$ cat config.mk
export PLATFORM = sky130hd
export DESIGN_NAME = alu_issuer
export DESIGN_NICKNAME = d
export VERILOG_FILES = /design/src/rtl/alu_issuer.sv
export SDC_FILE = /design/constraint.sdc
export NUM_CORES = 1
export LEC_CHECK = 0
export ABC_AREA = 1
export CAP_MARGIN = 0
export CELL_PAD_IN_SITES_DETAIL_PLACEMENT = 1
export CELL_PAD_IN_SITES_GLOBAL_PLACEMENT = 1
export CORE_MARGIN = 5
export CORE_UTILIZATION = 45
export CTS_CLUSTER_SIZE = 28
export DETAILED_ROUTE_END_ITERATION = 12
export PLACE_DENSITY = 0.84
export SLEW_MARGIN = 20
export SYNTH_ARGS = -nofsm -noshare
export SYNTH_HDL_FRONTEND = slang
export SYNTH_SLANG_ARGS = --single-unit
export TNS_END_PERCENT = 100
$ cat constraint.sdc
create_clock -name clk -period 6.2 [get_ports clk]
set_input_delay 1.86 -clock clk [delete_from_list [all_inputs] [get_ports clk]]
set_output_delay 1.86 -clock clk [all_outputs]
set_load 0.01 [all_outputs]
$ cat src/rtl/alu_issuer.sv
// rtl/alu_issuer.sv - in-order single-outstanding ALU command issuer with 4-deep command queue
// Commands are queued as {op, B, A}. They issue one at a time, and each response is tagged with its issue index mod 4.

module alu_issuer_fifo (
    input  logic        clk,
    input  logic        rst,
    input  logic        in_tvalid,
    output logic        in_tready,
    input  logic [10:0] in_tdata,
    output logic        out_tvalid,
    input  logic        out_tready,
    output logic [10:0] out_tdata,
    output logic [2:0]  level
);
    logic [10:0] mem [4];
    logic [1:0]  wr_ptr;
    logic [1:0]  rd_ptr;
    logic [2:0]  count;
    logic        do_push;
    logic        do_pop;

    // in_tready comes only from the registered count, so a same-cycle pop cannot make room
    assign in_tready  = (count != 3'd4);
    assign out_tvalid = (count != 3'd0);
    assign out_tdata  = mem[rd_ptr];
    assign level      = count;
    assign do_push    = in_tvalid && in_tready;
    assign do_pop     = out_tvalid && out_tready;

    always_ff @(posedge clk or posedge rst) begin
        if (rst) begin
            wr_ptr <= 2'd0;
            rd_ptr <= 2'd0;
            count  <= 3'd0;
        end else begin
            if (do_push) wr_ptr <= wr_ptr + 2'd1;
            if (do_pop)  rd_ptr <= rd_ptr + 2'd1;
            case ({do_push, do_pop})
                2'b10:   count <= count + 3'd1;
                2'b01:   count <= count - 3'd1;
                default: count <= count;
            endcase
        end
    end

    always_ff @(posedge clk) begin
        if (do_push) mem[wr_ptr] <= in_tdata;
    end
endmodule

module alu_issuer #(
    parameter int ALU_LAT = 1
) (
    input  logic       clk,
    input  logic       rst,
    input  logic       cmd_valid,
    output logic       cmd_ready,
    input  logic [7:0] cmd_data,
    input  logic [2:0] cmd_op,
    output logic [3:0] alu_a,
    output logic [3:0] alu_b,
    output logic [2:0] alu_op,
    input  logic [7:0] alu_result,
    output logic       rsp_valid,
    input  logic       rsp_ready,
    output logic [7:0] rsp_data,
    output logic [1:0] rsp_tag,
    output logic       busy
);
    typedef enum logic [1:0] {IDLE, ISSUE, WAIT, RESP} state_t;

    localparam logic [2:0] LAT = 3'(ALU_LAT);

    state_t      state;
    state_t      state_nxt;
    logic [2:0]  wait_cnt;
    logic        q_valid;
    logic [10:0] q_data;
    logic [2:0]  q_level;
    logic        pop;
    logic        load_wait;
    logic        dec_wait;
    logic        capture;
    logic        release_rsp;

    alu_issuer_fifo u_cmd_q (
        .clk        (clk),
        .rst        (rst),
        .in_tvalid  (cmd_valid),
        .in_tready  (cmd_ready),
        .in_tdata   ({cmd_op, cmd_data}),
        .out_tvalid (q_valid),
        .out_tready (pop),
        .out_tdata  (q_data),
        .level      (q_level)
    );

    assign busy = (state != IDLE) || (q_level != 3'd0);

    always_ff @(posedge clk or posedge rst) begin
        if (rst) state <= IDLE;
        else     state <= state_nxt;
    end

    always_comb begin
        state_nxt   = state;
        pop         = 1'b0;
        load_wait   = 1'b0;
        dec_wait    = 1'b0;
        capture     = 1'b0;
        release_rsp = 1'b0;
        case (state)
            IDLE: begin
                if (q_valid) begin
                    pop       = 1'b1;
                    state_nxt = ISSUE;
                end
            end
            ISSUE: begin
                load_wait = 1'b1;
                state_nxt = WAIT;
            end
            WAIT: begin
                if (wait_cnt == 3'd1) begin
                    capture   = 1'b1;
                    state_nxt = RESP;
                end else begin
                    dec_wait = 1'b1;
                end
            end
            RESP: begin
                if (rsp_ready) begin
                    release_rsp = 1'b1;
                    state_nxt   = IDLE;
                end
            end
            default: state_nxt = IDLE;
        endcase
    end

    // alu_* change only on a pop, so the ALU sees stable operands for the whole WAIT window
    always_ff @(posedge clk or posedge rst) begin
        if (rst) begin
            alu_a     <= 4'd0;
            alu_b     <= 4'd0;
            alu_op    <= 3'd0;
            wait_cnt  <= 3'd0;
            rsp_valid <= 1'b0;
            rsp_data  <= 8'd0;
            rsp_tag   <= 2'd0;
        end else begin
            if (pop) begin
                alu_a  <= q_data[3:0];
                alu_b  <= q_data[7:4];
                alu_op <= q_data[10:8];
            end
            if (load_wait)     wait_cnt <= LAT;
            else if (dec_wait) wait_cnt <= wait_cnt - 3'd1;
            if (capture) begin
                rsp_data  <= alu_result;
                rsp_valid <= 1'b1;
            end else if (release_rsp) begin
                rsp_valid <= 1'b0;
                rsp_tag   <= rsp_tag + 2'd1;
            end
        end
    end
endmodule

==> results of run 1 <==
## through the flow
| step | instance area, um2 | setup slack (ns) | total power, uW | util | hold WS (ns) |
|---|---|---|---|---|---|
| CTS | 4230 | 2.52 | 2070 | 0.556 | 0.485 |
| finish | 4240 | 2.53 | 2050 | 0.557 | 0.480 |
| detailed placement | 4010 | 2.39 | 1640 | 0.528 | 0.465 |
| floorplan | 3470 | 3.23 | 1320 | - | 0.492 |
| global placement | 4010 | 2.55 | 1570 | 0.528 | 0.461 |
| global route | 4240 | 2.43 | 2190 | 0.557 | 0.498 |
## how the worst max path moves through the flow
stage,end,slack [ns],cells past startpoint
floorplan,u_cmd_q.level[1]$_DFFE_PP0P_,3.23,4
global placement,u_cmd_q.mem[3][5]$_DFFE_PP_,2.55,3
detailed placement,u_cmd_q.mem[0][5]$_DFFE_PP_,2.39,3
CTS,busy,2.52,4
global route,busy,2.43,4
finish,busy,2.53,4
## layer usage
layer | GRT usage | up-vias | wire [um]
li1 | - | 1174 | -
met1 | 0.217 | 1233 | 3440
met2 | 0.350 | 27 | 4700
met3 | 0.0321 | 14 | 199
met4 | 0.0682 | 0 | 153
met5 | 0 | - | 0
## power groups by stage
| stage | clock network (uW) | logic (uW) | registers (uW) |
|---|---|---|---|
| 2_1_floorplan | 0 | 483 | 833 |
| 3_3_place_gp | 0 | 734 | 835 |
| 3_5_place_dp | 0 | 794 | 850 |
| 4_1_cts | 415 | 814 | 842 |
| 5_1_grt | 436 | 891 | 862 |
| 6_report | 410 | 799 | 841 |
## final cells by class
cell class	count	share of cell area
inverters	74	0.0656
clock inverters	5	0.0127
flip-flops and latches	78	0.513
well taps	102	0.0301
clock buffers	11	0.0384
repair buffers	47	0.110
multi-input cells	192	0.230
## worst reg2reg max path, stage by stage, from the launching register on
cell	delay [ns]
dfrtp_1	0.42
inv_1	0.13
ha_1	0.23
nand2_4	0.16
inv_2	0.29
ha_1	0.27
fa_1	0.43
mux2_2	0.27
## placed cells by master, fill, tap and decap left out, types with 2 or more instances in the layout
cell / n
clkbuf_8: 10
nand2_1: 114
nor2_1: 5
edfxtp_1: 44
clkinv_2: 3
nand3_1: 26
inv_1: 71
dfrtp_1: 34
o21ai_0: 13
xnor2_1: 3
nand2_2: 2
clkdlybuf4s50_1: 46
xor2_1: 4
ha_1: 12
inv_2: 3
nand4_1: 2
nor2_2: 3
## cell usage after synthesis
cell	n	share of area
nand2_1	114	0.12
inv_1	71	0.077
edfxtp_1	44	0.38
dfrtp_1	34	0.25
nand3_1	26	0.037
o21ai_0	13	0.019
ha_1	12	0.043
buf_2	7	0.010
nor2_1	7	0.0076
xor2_1	4	0.010
inv_2	3	0.0032
xnor2_1	3	0.0076
nand2_2	2	0.0036
nand4_1	2	0.0036
a21oi_1	1	0.0014
buf_4	1	0.0022
buf_6	1	0.0032
fa_1	1	0.0058
mux2_2	1	0.0032
nand2_4	1	0.0032
nand3_2	1	0.0029
nor2_2	1	0.0018
o21a_1	1	0.0022
o21ai_1	1	0.0014
or2_2	1	0.0018
## sequential cells by signal, summed over array words and instances, names as in the netlist, 2 cells and up
signal,cells
u_cmd_q.level,3
u_cmd_q.rd_ptr,2
alu_a,4
rsp_data,8
u_cmd_q.wr_ptr,2
rsp_tag,2
alu_op,3
wait_cnt,3
u_cmd_q.mem,44
alu_b,4
state,2
## logic make-up (layout without fill, tap and decap cells)
logic type	after synthesis	after routing	synth area share
and+or+nand+nor	155	155	0.185
buffers and inverters	83	137	0.0955
DFF	78	78	0.626
AOI/OAI and AO/OA	16	16	0.0238
adders and majority gates	13	13	0.0490
xor gates and xnor gates	7	7	0.0177
muxes	1	1	0.00324
==> reports/qor.csv, run 1 <==
metric,value,unit
hold_end,alu_op[0]$_DFFE_PP0P_,
instances_no_fill,509,
vias,2448,
timing.setup.tns,0,ns
hold_buffers,0,
hold_viol,0,
io_pins,47,
dieWidth,97.8,um
multi_input_area,973,um2
cp-end-kind,output port,
tightest_slew,1.06,ns
synth_fp_nets,389,
grt-ovfl-total,0,
cts_buffers,9,
p_int,1270,uW
dr.pass1.iters,4,
postCtsSetupBuffers,0,
slew_violations,0,
reg2regPathDepth,7,
antenna_left,0,
crit_buf_inv,2,
root_buffer,clkbuf_8,
antenna_found_initial,0,
reg2reg_slack,3.88,ns
syn_area,3470,um2
crit_type,flop to output port,
wirelength,8500,um
synthCells,353,
gp_congestion,0.706,
outcome,finished clean,
routedWlPerCell,16.7,um
initial_core_util,0.456,
vdd_drop_max,0.000192,V
clock_power_share,0.200,
seq_power_share,0.410,
rows,32,
cp.arrival,1.81,ns
cp_slowest_cell,clkdlybuf4s50_1,
grt_pass1_wl,14000,um
relSlewSlack,0.293,
coreArea,7610,um2
path_delay_family,buffers and inverters,
period_minus_slack,3.67,ns
reg2reg_from,state[0]$_DFFE_PP0P_,
cts_resized,0,
die_area,9570,um2
holdPathStages,2,
leakage,0.00204,uW
cts_max_level,3,
max-cap-violations,0,
clk_latency,0.36,ns
synth_cell_types,25,
layout-drive-gt1-share,0.0713,
yosysWarningCount,0,
worstHoldStart,alu_op[0]$_DFFE_PP0P_,
skew,0.0127,ns
cts_tree,yes,
drt_iter0_markers,110,
combPwrFrac,0.390,
worst_r2r_endpoint,u_cmd_q.level[1]$_DFFE_PP0P_,
synth_area_per_cell,9.84,um2
setup_viol,0,
grt_use_total,0.189,
placed_cells,493,
cellPowerDensity,484,nW/um2
final_nets,438,
areaGrowthSynthToFinish,22.0,%
clock_path_buffers,2,
worstPathRequired,4.34,ns
clkTransAtPathRegs,0.08,ns
rsz0062_at_grt,false,
worstSetupStartpoint,state[0]$_DFFE_PP0P_,
final-seq-area,2170,um2
cp-start-kind,flop,
period_share,0.592,
n_antenna_cell,0,
grt_max_degree,35,
synth_seq_area_share,0.626,
grt_pass1_vias,2736,
cp_max_fo,4,
drc,0,
port_buffers,46,
worstHoldPathType,flop to flop,
die_h,97.8,um
fillers,847,
routed_via_density,4.81,
max_stage_delay,0.55,ns
crit_chain,inv_1 -> ha_1 -> nand3_1 -> clkdlybuf4s50_1,
dp_hpwl,5720,um
max_freq,273,MHz
swShare,0.382,
clkSinkCount,78,
switchingPower,783,uW
ys_ff_latch,78,
(Power assumes the default switching activity.)
==> run 2, diff against run 1 <==
--- a/config.mk
+++ b/config.mk
@@ -10,10 +10,10 @@
 export CELL_PAD_IN_SITES_DETAIL_PLACEMENT = 1
 export CELL_PAD_IN_SITES_GLOBAL_PLACEMENT = 1
 export CORE_MARGIN = 5
-export CORE_UTILIZATION = 45
+export CORE_UTILIZATION = 42
 export CTS_CLUSTER_SIZE = 28
 export DETAILED_ROUTE_END_ITERATION = 12
-export PLACE_DENSITY = 0.84
+export PLACE_DENSITY = 0.79
 export SLEW_MARGIN = 20
 export SYNTH_ARGS = -nofsm -noshare
 export SYNTH_HDL_FRONTEND = slang
==> constraint.sdc (replaced) <==
create_clock -name clk -period 3.4 [get_ports clk]
set_input_delay 1.02 -clock clk [delete_from_list [all_inputs] [get_ports clk]]
set_output_delay 1.02 -clock clk [all_outputs]
set_load 0.01 [all_outputs]
==> reports/qor.csv, run 2 (synthesized netlist as in run 1, its figures left out) <==
metric,value,unit,change
outcome,finished clean,,
largest_register,u_cmd_q.mem,,
die_area,10200,um2,+6.4%
clkTransAtPathRegs,0.08,ns,about the same
seq_power_share,0.419,,+0.009
period_share,0.835,,
dr.pass1.iters,4,,unchanged
n_antenna_cell,0,,unchanged
grt_pass1_wl,12400,um,-12%
grt-ovfl-total,0,,unchanged
cts_resized,0,,unchanged
grt_max_degree,35,,unchanged
period_minus_slack,2.84,ns,
reg2regPathDepth,10,,+3
areaGrowthSynthToFinish,22.1,%,
max_freq,352,MHz,
grt_util_met1,0.188,,-0.0285
root_buffer,clkbuf_8,,
crit_chain,inv_1 -> ha_1 -> nand3_1 -> clkdlybuf4s50_1,,
layout-drive-gt1-share,0.0681,,-0.00313
grt_use_met2,0.280,,-0.0697
cts_max_level,3,,unchanged
max-cap-violations,0,,unchanged
grt_use_total,0.159,,-0.0301
clock_power_share,0.190,,-0.010
largestRegisters,"u_cmd_q.mem: 44 flops, rsp_data: 8 flops",,
p_int,2280,uW,+80%
reg2reg_slack,1.10,ns,-2.78 ns
layout_common_cells,"nand2_1 (114), inv_1 (71), clkdlybuf4s50_1 (46)",,
dieWidth,101,um,+3.1%
max_stage_delay,0.56,ns,about the same
io_pins,47,,unchanged
routedWlPerCell,14.3,um,-14%
gp_congestion,0.714,,+1.0%
combPwrFrac,0.390,,about the same
worstHoldStart,alu_op[0]$_DFFE_PP0P_,,
die_h,101,um,+3.1%
rsz0062_at_grt,false,,
reg2reg_from,state[0]$_DFFE_PP0P_,,
postCtsSetupBuffers,0,,unchanged
clk_latency,0.34,ns,-0.02 ns
timing.setup.tns,0,ns,unchanged
top_usage_layer,met2,,
relSlewSlack,0.447,,+0.154
hold_viol,0,,unchanged
final_util,0.521,,-0.0354
skew,0.00556,ns,-0.00715 ns
final_common_cell,nand2_1,,
grtUsageMet3,0.0311,,-0.00100
cp-start-kind,flop,,
port_buffers,46,,unchanged
tightest_slew,0.830,ns,-0.228 ns
clkSinkCount,78,,unchanged
cts_tree,yes,,
cp_max_fo,4,,unchanged
crit_type,flop to output port,,
routed_via_density,4.63,,-3.7%
hold_buffers,0,,unchanged
cp_slowest_cell,clkdlybuf4s50_1,,
switchingPower,1330,uW,+71%
coreArea,8130,um2,+6.9%
initial_core_util,0.427,,-0.0296
rows,33,,+3.1%
vias,2390,,-2.4%
setup_viol,0,,unchanged
largest_register_ffs,44,,unchanged
swShare,0.369,,-0.0125
clock_path_buffers,2,,unchanged
grt_pass1_vias,2584,,-5.6%
drc,0,,unchanged
hold_end,alu_op[0]$_DFFE_PP0P_,,
holdPathStages,2,,unchanged
p_total,3610,uW,+76%
wirelength,7370,um,-13%
cts_buffers,9,,unchanged
dp_hpwl,5090,um,-11%
worst_r2r_endpoint,u_cmd_q.level[2]$_DFFE_PP0P_,,
cp.arrival,1.82,ns,about the same
worstHoldPathType,flop to flop,,
antenna_found_initial,0,,unchanged
drt_iter0_markers,63,,-43%
worstPathRequired,2.38,ns,-1.96 ns
final_nets,442,,+0.91%
slew_violations,0,,unchanged
leakage,0.00204,uW,+0.23%
cp-end-kind,output port,,
vdd_drop_max,0.000330,V,+72%
antenna_left,0,,unchanged
cellPowerDensity,852,nW/um2,+76%
worstSetupStartpoint,state[0]$_DFFE_PP0P_,,
-- run 2: worst max-delay path, delay by kind of cell (launching register included) --
kind	cells	cell delay (ns)
adders and majority gates	1	0.25
buffers and inverters	2	0.66
DFF	1	0.40
and+or+nand+nor	1	0.16
-- run 2: through the flow --
step / hold slack (ns) / instance area, um2 / std cells / setup WS, ns
detailed placement: 0.465 / 4050 / 500 / 0.669
CTS: 0.484 / 4240 / 516 / 0.532
floorplan: 0.492 / 3470 / 353 / 1.27
global route: 0.505 / 4240 / 516 / 0.463
finish: 0.477 / 4240 / 516 / 0.561
global placement: 0.461 / 4050 / 500 / 0.746
-- run 2: power groups by stage --
stage          clock network, uW  registers, uW  logic [uW]
4_1_cts                      706           1520        1440
3_5_place_dp                   0           1540        1430
2_1_floorplan                  0           1520         882
6_report                     687           1520        1410
5_1_grt                      753           1560        1590
3_3_place_gp                   0           1530        1360
-- run 2: how the worst max path moves through the flow --
| stage | to | slack (ns) | cells after the start |
|---|---|---|---|
| 6_report | busy | 0.56 | 4 |
| 5_1_grt | busy | 0.46 | 4 |
| 4_1_cts | busy | 0.53 | 4 |
| 3_5_place_dp | u_cmd_q.level[2]$_DFFE_PP0P_ | 0.67 | 8 |
| 3_3_place_gp | u_cmd_q.level[2]$_DFFE_PP0P_ | 0.75 | 8 |
| 2_1_floorplan | u_cmd_q.level[1]$_DFFE_PP0P_ | 1.27 | 4 |
-- run 2: layout make-up --
class                   instances  area [um2]
fillers                       928        3890
flip-flops and latches         78        2170
clock inverters                 3        43.8
clock buffers                  13         149
repair buffers                 51         498
multi-input cells             192         968
inverters                      74         278
well taps                     105         131
-- run 2: layer usage --
layer / up-vias / part of all wire
met5: - / 0
met1: 1170 / 0.43
met3: 8 / 0.026
met2: 28 / 0.52
li1: 1184 / -
met4: 0 / 0.018
==> run 3, diff against run 2 <==
==> constraint.sdc (replaced) <==
create_clock -name clk -period 2.9 [get_ports clk]
set_input_delay 0.87 -clock clk [delete_from_list [all_inputs] [get_ports clk]]
set_output_delay 0.87 -clock clk [all_outputs]
set_load 0.01 [all_outputs]
==> reports/qor.csv, run 3 (synthesized netlist as in run 1, its figures left out) <==
metric,value,unit,change
outcome,finished clean,,
clkSinkCount,78,,unchanged
largestRegisters,"u_cmd_q.mem: 44 flops, rsp_data: 8 flops",,
postCtsSetupBuffers,0,,unchanged
wirelength,7600,um,+3.1%
coreArea,8130,um2,unchanged
max_stage_delay,0.56,ns,about the same
grt_max_degree,35,,unchanged
vdd_drop_max,0.000447,V,+35%
largest_register,u_cmd_q.mem,,
routedWlPerCell,14.7,um,+2.7%
cp.arrival,1.81,ns,about the same
fillers,913,,-1.6%
root_buffer,clkbuf_8,,
gp_congestion,0.808,,+13%
worstHoldPathType,flop to flop,,
cts_resized,0,,unchanged
cp_max_fo,4,,unchanged
grt_use_total,0.164,,+0.00571
clkTransAtPathRegs,0.08,ns,about the same
n_antenna_cell,0,,unchanged
crit_chain,inv_1 -> ha_1 -> nand3_1 -> clkdlybuf4s50_1,,
drc,0,,unchanged
hold_viol,0,,unchanged
clock_path_buffers,2,,unchanged
cts_max_level,3,,unchanged
antenna_found_initial,0,,unchanged
leakage,0.00206,uW,+0.90%
final_common_cell,nand2_1,,
crit_type,flop to output port,,
dieWidth,101,um,unchanged
die_area,10200,um2,unchanged
drt_iter0_markers,95,,+51%
grt_pass1_wl,12800,um,+3.3%
skew,0.00667,ns,+0.00111 ns
initial_core_util,0.427,,unchanged
routed_via_density,4.62,,-0.26%
layout-drive-gt1-share,0.0775,,+0.00936
max-cap-violations,0,,unchanged
tightest_slew,0.470,ns,-0.360 ns
cts_tree,yes,,
cp-end-kind,output port,,
die_h,101,um,unchanged
layout_common_cells,"nand2_1 (114), inv_1 (71), clkdlybuf4s50_1 (46)",,
layout_setup_ws,0.218,ns,-0.343 ns
timing.setup.tns,0,ns,unchanged
period_minus_slack,2.68,ns,
rows,33,,unchanged
io_pins,47,,unchanged
reg2regPathDepth,10,,unchanged
period_share,0.925,,
slew_violations,0,,unchanged
relSlewSlack,0.687,,+0.240
antenna_left,0,,unchanged
cp_slowest_cell,clkdlybuf4s50_1,,
setup_viol,0,,unchanged
cellPowerDensity,1010,nW/um2,+19%
grt_pass1_vias,2650,,+2.6%
clk_latency,0.34,ns,about the same
max_freq,373,MHz,
holdPathStages,2,,unchanged
post-place-ws,0.289,ns,-0.380 ns
port_buffers,46,,unchanged
rsz0062_at_grt,false,,
grt-ovfl-total,0,,unchanged
dr.pass1.iters,4,,unchanged
vias,2393,,+0.13%
areaGrowthSynthToFinish,23.2,%,
dp_hpwl,5110,um,+0.50%
final_nets,444,,+0.45%
worstPathRequired,2.03,ns,-0.35 ns
cts_buffers,9,,unchanged
largest_register_ffs,44,,unchanged
cp-start-kind,flop,,
hold_buffers,0,,unchanged
## run 3: changes by cell type in the layout (fill, tap and decap cells not counted), sizes merged
cell      delta
clkinvlp     +1
bufinv       +1
clkbuf       -3
buf          +2
clkinv       +1
## run 3: metrics by stage
stage	util	std cells	power, uW	hold slack (ns)	cell area [um2]
finish	0.526	518	4340	0.484	4280
global route	0.526	518	4690	0.520	4280
CTS	0.526	518	4410	0.493	4280
detailed placement	0.499	502	3510	0.472	4060
global placement	0.499	502	3400	0.461	4060
floorplan	-	353	2810	0.492	3470
## run 3: per-layer routing
metal / vias to the layer above / GRT usage / routed length, um
met3: 9 / 0.0346 / 304
met5: - / 0 / 0
li1: 1189 / - / -
met4: 0 / 0.0613 / 104
met2: 39 / 0.291 / 3980
met1: 1156 / 0.196 / 3210
## run 3: path summary, 6_finish.rpt
path	slack, ns	from	endpoint
max in group asynchronous	1.63	rst	u_cmd_q.wr_ptr[1]$_DFFE_PP0P_
min in group asynchronous	0.93	rst	alu_a[3]$_DFFE_PP0P_
hold / removal	0.48	alu_a[3]$_DFFE_PP0P_	alu_a[3]$_DFFE_PP0P_
setup reg to reg	0.61	state[0]$_DFFE_PP0P_	u_cmd_q.level[2]$_DFFE_PP0P_
hold reg to reg	0.48	alu_a[3]$_DFFE_PP0P_	alu_a[3]$_DFFE_PP0P_
setup / recovery	0.22	state[0]$_DFFE_PP0P_	busy
## run 3: report_power, final
part	leakage [uW]	internal, uW	switching (uW)
Sequential	0.000814	1530	170
Clock	0.000106	483	390
Combinational	0.00114	735	1020
Total	0.00206	2750	1580
## run 3: cell type report
| cell class | instances | area [um2] | area share |
|---|---|---|---|
| clock buffers | 10 | 128 | 0.0298 |
| clock inverters | 6 | 86.3 | 0.0202 |
| inverters | 74 | 278 | 0.0650 |
| multi-input cells | 192 | 968 | 0.226 |
| flip-flops and latches | 78 | 2170 | 0.508 |
| well taps | 105 | 131 | 0.0307 |
| repair buffers | 53 | 513 | 0.120 |
## run 3: critical path, delay by kind of cell (launching register included)
| kind | cells | cell delay (ns) |
|---|---|---|
| fa+ha+maj | 1 | 0.25 |
| flops | 1 | 0.40 |
| buf+inv | 2 | 0.66 |
| simple gates | 1 | 0.16 |
==> variant 1: new RTL, flow settings as in run 3 <==
Re-encode `state_t` (4 states) as one-hot, 4 bits wide.
--- a/src/rtl/alu_issuer.sv
+++ b/src/rtl/alu_issuer.sv
@@ -67,7 +67,7 @@
     output logic [1:0] rsp_tag,
     output logic       busy
 );
-    typedef enum logic [1:0] {IDLE, ISSUE, WAIT, RESP} state_t;
+    typedef enum logic [3:0] {IDLE = 4'b0001, ISSUE = 4'b0010, WAIT = 4'b0100, RESP = 4'b1000} state_t;
 
     localparam logic [2:0] LAT = 3'(ALU_LAT);
 
Function: same outputs for any inputs over 10 cycles, from zero or initial values and one cycle with rst high; not proved beyond that.
==> variant 1 against run 3 <==
Global-route usage decreased by 1.5 points. Routed wire length fell by 8.0%. Clock power fell by 14%. First-iteration DRC count down 23%. Register-to-register slack better by 120 ps. Design area shrank 1.9%. Synthesized area is 0.97% lower. Sequential cell count increased by 2. Power is 0.85% lower. Worst setup slack better by 77 ps. Fmax increased by 3.0%.
==> variant 1: results (changes against run 3) <==
- Pre-CTS setup slack: 372 ps (was 289 ps)
- H-tree depth: 3 (unchanged)
- Total GRT Usage: 15.0% (was 16.4%)
- Startpoint of the lowest-slack hold path: alu_b[2] (was alu_a[3])
- Number of placed instances, taps included: 472 (was 502)
- Max Fanout on Critical Path: 4 (unchanged)
- Most frequent cells after synthesis: nand2_1, edfxtp_1, inv_1 (was nand2_1, inv_1, edfxtp_1)
- Total leakage power: 1.88 nW (was 2.06 nW)
- Final setup skew: 7.16 ps (was 6.67 ps)
- Worst vdd ir: 0.000334 V (was 0.000447 V)
- Drt total wl: 6.99 mm (was 7.60 mm)
- Wire length per cell: 14.3 µm (was 14.7 µm)
- Slew @ Worst Pin: 668 ps (was 470 ps)
- Clock-pin transition on the worst setup and hold timing paths: 90 ps
- Compound-Gate Fraction of Synth Area: 5.57% (was 2.38%)
- Number of fillers in the final layout: 905 (was 913)
- Per-cell via count in the routed design: 4.69 (was 4.62)
- Fraction of synthesized area in multiplexers: 0.328% (was 0.324%)
- RD Place Congestion: 0.703 (was 0.808)
- Share of flip-flops with an asynchronous set or reset after synthesis: 45.0% (was 43.6%)
- Setup bufs post-CTS: 0 (unchanged)
- Post-synthesis adder-cell area fraction: 3.13% (was 4.90%)
- EDFF count, synth: 44 (unchanged)
- Number of global-route vias before repair: 2,404 (was 2,650)
- Post-Synthesis Mean Instance Area: 10.6 µm² (was 9.84 µm²)
- Xor and xnor fraction of the mapped netlist area: 1.53% (was 1.77%)
- Synth area leaders: edfxtp_1, dfrtp_1, nand2_1, inv_1, ha_1 (unchanged)
- Worst setup startpoint: state[0] (unchanged)
- Inserted Clock Buffers: 9 (unchanged)
- Sequential element share of the synthesized area: 64.7% (was 62.6%)
- Yosys cell types: 27 (was 25)
- Largest net degree at the start of global routing: 37 (was 35)
- Number of nets in the synthesized netlist: 355 (was 389)
- Warning count from the yosys run: 0 (unchanged)
- Latest clock arrival within the worst-skew pair: 350 ps
- Instance area at placement: 0.00402 mm² (was 0.00406 mm²)
- Number of DRC markers in iteration 0: 73 (was 95)
- CP Data Arrival Time: 1730 ps (was 1810 ps)
- Outcome: complete, no violations (unchanged)
- Wire length of the first global-routing pass: 11.7 mm (was 12.8 mm)
- Number of nets in the finished design: 409 (was 444)
- Proportion of layout cells with a drive suffix above 1: 11.7% (was 7.75%)
- Detailed placement HPWL: 4.93 mm (was 5.11 mm)
[variant 1: cell types whose count changed after synthesis, moves of 5 or more]
cell,delta
nand3_1,-19
nand2_1,+12
ha_1,-5
inv_1,-33
o21ai_0,-9
o211ai_1,+11
o21ai_2,+8
[variant 1: final timing paths]
kind,endpoint,slack (ps),cells past startpoint
min,alu_b[2],480,2
max in group asynchronous,state[0],1630,3
max,busy,300,6
min in group asynchronous,rsp_data[1],920,3
max reg2reg,u_cmd_q.level[1],730,7
min reg2reg,alu_b[2],480,2
[variant 1: cell families after synthesis]
family                   count (synthesis)
buffers and inverters                   50
flip-flops                              80
XOR/XNOR                                 6
adder cells (fa/ha/maj)                  8
AND/OR/NAND/NOR                        153
multiplexers                             1
AO/OA/AOI/OAI                           26
[variant 1: layout make-up]
class / instances / area [µm²] / area share, %
sequential: 80 / 2220 / 53.0
multi-input combinational: 194 / 998 / 23.8
timing repair buffer: 53 / 513 / 12.2
inverter: 40 / 150 / 3.58
tap: 105 / 131 / 3.13
clock buffer: 9 / 124 / 2.95
clock inverter: 7 / 53.8 / 1.28
[variant 1: report_power, final]
part / switching, mW / internal, mW / total, mW / leakage, nW
combinational: 0.956 / 0.751 / 1.71 / 0.959
sequential: 0.257 / 1.58 / 1.84 / 0.841
clock: 0.434 / 0.318 / 0.752 / 0.0843
total: 1.65 / 2.65 / 4.30 / 1.88
[variant 1: worst max-delay path, stage by stage, from the launching register on]
cell,delay (ps)
dfstp_2,560
inv_2,40
nor2_2,80
nand2_2,90
inv_1,60
nand2_1,60
clkdlybuf4s50_1,490
[variant 1: routing by layer]
metal / up-vias / wire length (µm) / global-route usage [%]
met5: - / 0 / 0
met4: 0 / 106 / 5.60
met3: 9 / 296 / 3.46
met2: 46 / 3350 / 25.1
met1: 1095 / 3240 / 18.9
li1: 1138 / - / -
==> variant 2: new RTL, settings of run 3 <==
Made on the original files. Make the reset (`rst`) synchronous in 3 clocked blocks.
--- a/src/rtl/alu_issuer.sv
+++ b/src/rtl/alu_issuer.sv
@@ -27,7 +27,7 @@
     assign do_push    = in_tvalid && in_tready;
     assign do_pop     = out_tvalid && out_tready;
 
-    always_ff @(posedge clk or posedge rst) begin
+    always_ff @(posedge clk) begin
         if (rst) begin
             wr_ptr <= 2'd0;
             rd_ptr <= 2'd0;
@@ -97,7 +97,7 @@
 
     assign busy = (state != IDLE) || (q_level != 3'd0);
 
-    always_ff @(posedge clk or posedge rst) begin
+    always_ff @(posedge clk) begin
         if (rst) state <= IDLE;
         else     state <= state_nxt;
     end
@@ -139,7 +139,7 @@
     end
 
     // alu_* change only on a pop, so the ALU sees stable operands for the whole WAIT window
-    always_ff @(posedge clk or posedge rst) begin
+    always_ff @(posedge clk) begin
         if (rst) begin
             alu_a     <= 4'd0;
             alu_b     <= 4'd0;
Check against the original RTL: differs if rst is asserted again (counterexample within 4 cycles, from zero or initial values and one cycle with rst high); with rst held inactive, the same outputs for 10 cycles.
==> variant 2 against run 3 <==
Via count grew 3.9%. Largest power group is now registers. Routed wire length decreased by 4.0%. Cell count increased by 4.8%. Design area shrank 2.0%. Hold slack lost 16 ps. Highest routed layer unchanged. Sequential power decreased by 10%. Largest cell class unchanged. Global-route usage decreased by 1.0 points. Non-clock buffer count did not move. Synthesized area decreased by 1.0%. Power fell by 17%. Count of clock-buffer cells in the layout down 1. Worst setup slack got worse by 4.0 ps. Sequential cell count stayed put.
==> variant 2: results (changes against run 3) <==
- Outcome: complete, no violations (unchanged)
- Yosys cell types: 24 (was 25)
- Number of placed instances, taps included: 527 (was 502)
- Wire length per cell: 13.4 µm (was 14.7 µm)
- Final Critical Period: 2690 ps (was 2680 ps)
- Startpoint of the lowest-slack hold path: rsp_data[3] (was alu_a[3])
- Post-synthesis adder-cell area fraction: 4.95% (was 4.90%)
- Worst reg-to-reg path cell count: 13 (was 10)
- Most frequent cells after synthesis: nand2_1, nor2_1, inv_1 (was nand2_1, inv_1, edfxtp_1)
- Compound-Gate Fraction of Synth Area: 5.17% (was 2.38%)
- RD Place Congestion: 0.764 (was 0.808)
- Final cell count without fillers: 543 (was 518)
- Met2 Routed Length: 3.63 mm (was 3.98 mm)
- Final setup skew: 11.1 ps (was 6.67 ps)
- Detailed placement HPWL: 5.22 mm (was 5.11 mm)
- Multi-input gate area in the final layout: 0.00110 mm² (was 968 µm²)
- Number of nets in the synthesized netlist: 418 (was 389)
- Instance area at placement: 0.00399 mm² (was 0.00406 mm²)
- Proportion of layout cells with a drive suffix above 1: 7.31% (was 7.75%)
- Total GRT Usage: 15.4% (was 16.4%)
- Share of flip-flops with an asynchronous set or reset after synthesis: 0% (was 43.6%)
- Met3 WL post-DR: 346 µm (was 304 µm)
- Post-Synthesis Mean Instance Area: 8.99 µm² (was 9.84 µm²)
- Largest net degree at the start of global routing: 30 (was 35)
- Number of nets in the finished design: 469 (was 444)
- Wire length of the first global-routing pass: 12.1 mm (was 12.8 mm)
- Per-cell via count in the routed design: 4.58 (was 4.62)
- Worst vdd ir: 0.000340 V (was 0.000447 V)
- Number of global-route vias before repair: 2,555 (was 2,650)
- Pre-CTS setup slack: 335 ps (was 289 ps)
- Fraction of synthesized area in multiplexers: 0% (was 0.324%)
- Total leakage power: 1.72 nW (was 2.06 nW)
==> variant 2: changes by cell type in the layout (fill, tap and decap cells not counted), sizes merged, moves of 2 or more <==
cell / run 3 / this run
xor2: 4 / 2
dfxtp: 0 / 34
nor2: 8 / 64
and2: 0 / 11
inv: 74 / 65
nand3: 27 / 15
dfrtp: 34 / 0
xnor2: 3 / 0
a21oi: 1 / 26
o21ai: 14 / 8
nand2: 117 / 85
==> variant 2: cells by family after synthesis <==
logic type / Yosys count
compound gates: 35
xor+xnor: 2
fa+ha+maj: 13
buf+inv: 76
flops: 78
simple gates: 178
==> variant 2: area by class of cell <==
| class | instances | area share, % |
|---|---|---|
| multi-input combinational | 228 | 26.3 |
| inverter | 63 | 5.65 |
| timing repair buffer | 53 | 12.2 |
| tap | 105 | 3.14 |
| clock buffer | 9 | 2.96 |
| clock inverter | 7 | 1.91 |
| sequential | 78 | 47.8 |
==> variant 2: final timing paths <==
check / to / slack, ps
min: rsp_data[3] / 470
max reg2reg: u_cmd_q.level[2] / 680
min reg2reg: rsp_data[3] / 470
max: busy / 210
==> variant 2: layer usage <==
| metal | up-vias | GRT usage (%) |
|---|---|---|
| met3 | 12 | 4.03 |
| met2 | 53 | 26.7 |
| li1 | 1281 | - |
| met5 | - | 0 |
| met1 | 1141 | 18.3 |
| met4 | 0 | 6.11 |
==> variant 2: tightest hold or removal path, delay by kind of cell (launching register included) <==
family	cells	cell delay, ps
AND/OR/NAND/NOR	1	60
AO/OA/AOI/OAI	1	50
flip-flops	1	310
==> variant 2: power breakdown <==
group | total [mW] | switching (mW) | internal, mW
Sequential | 1.53 | 0.163 | 1.36
Combinational | 1.25 | 0.736 | 0.516
Clock | 0.826 | 0.420 | 0.406
Total | 3.61 | 1.32 | 2.29
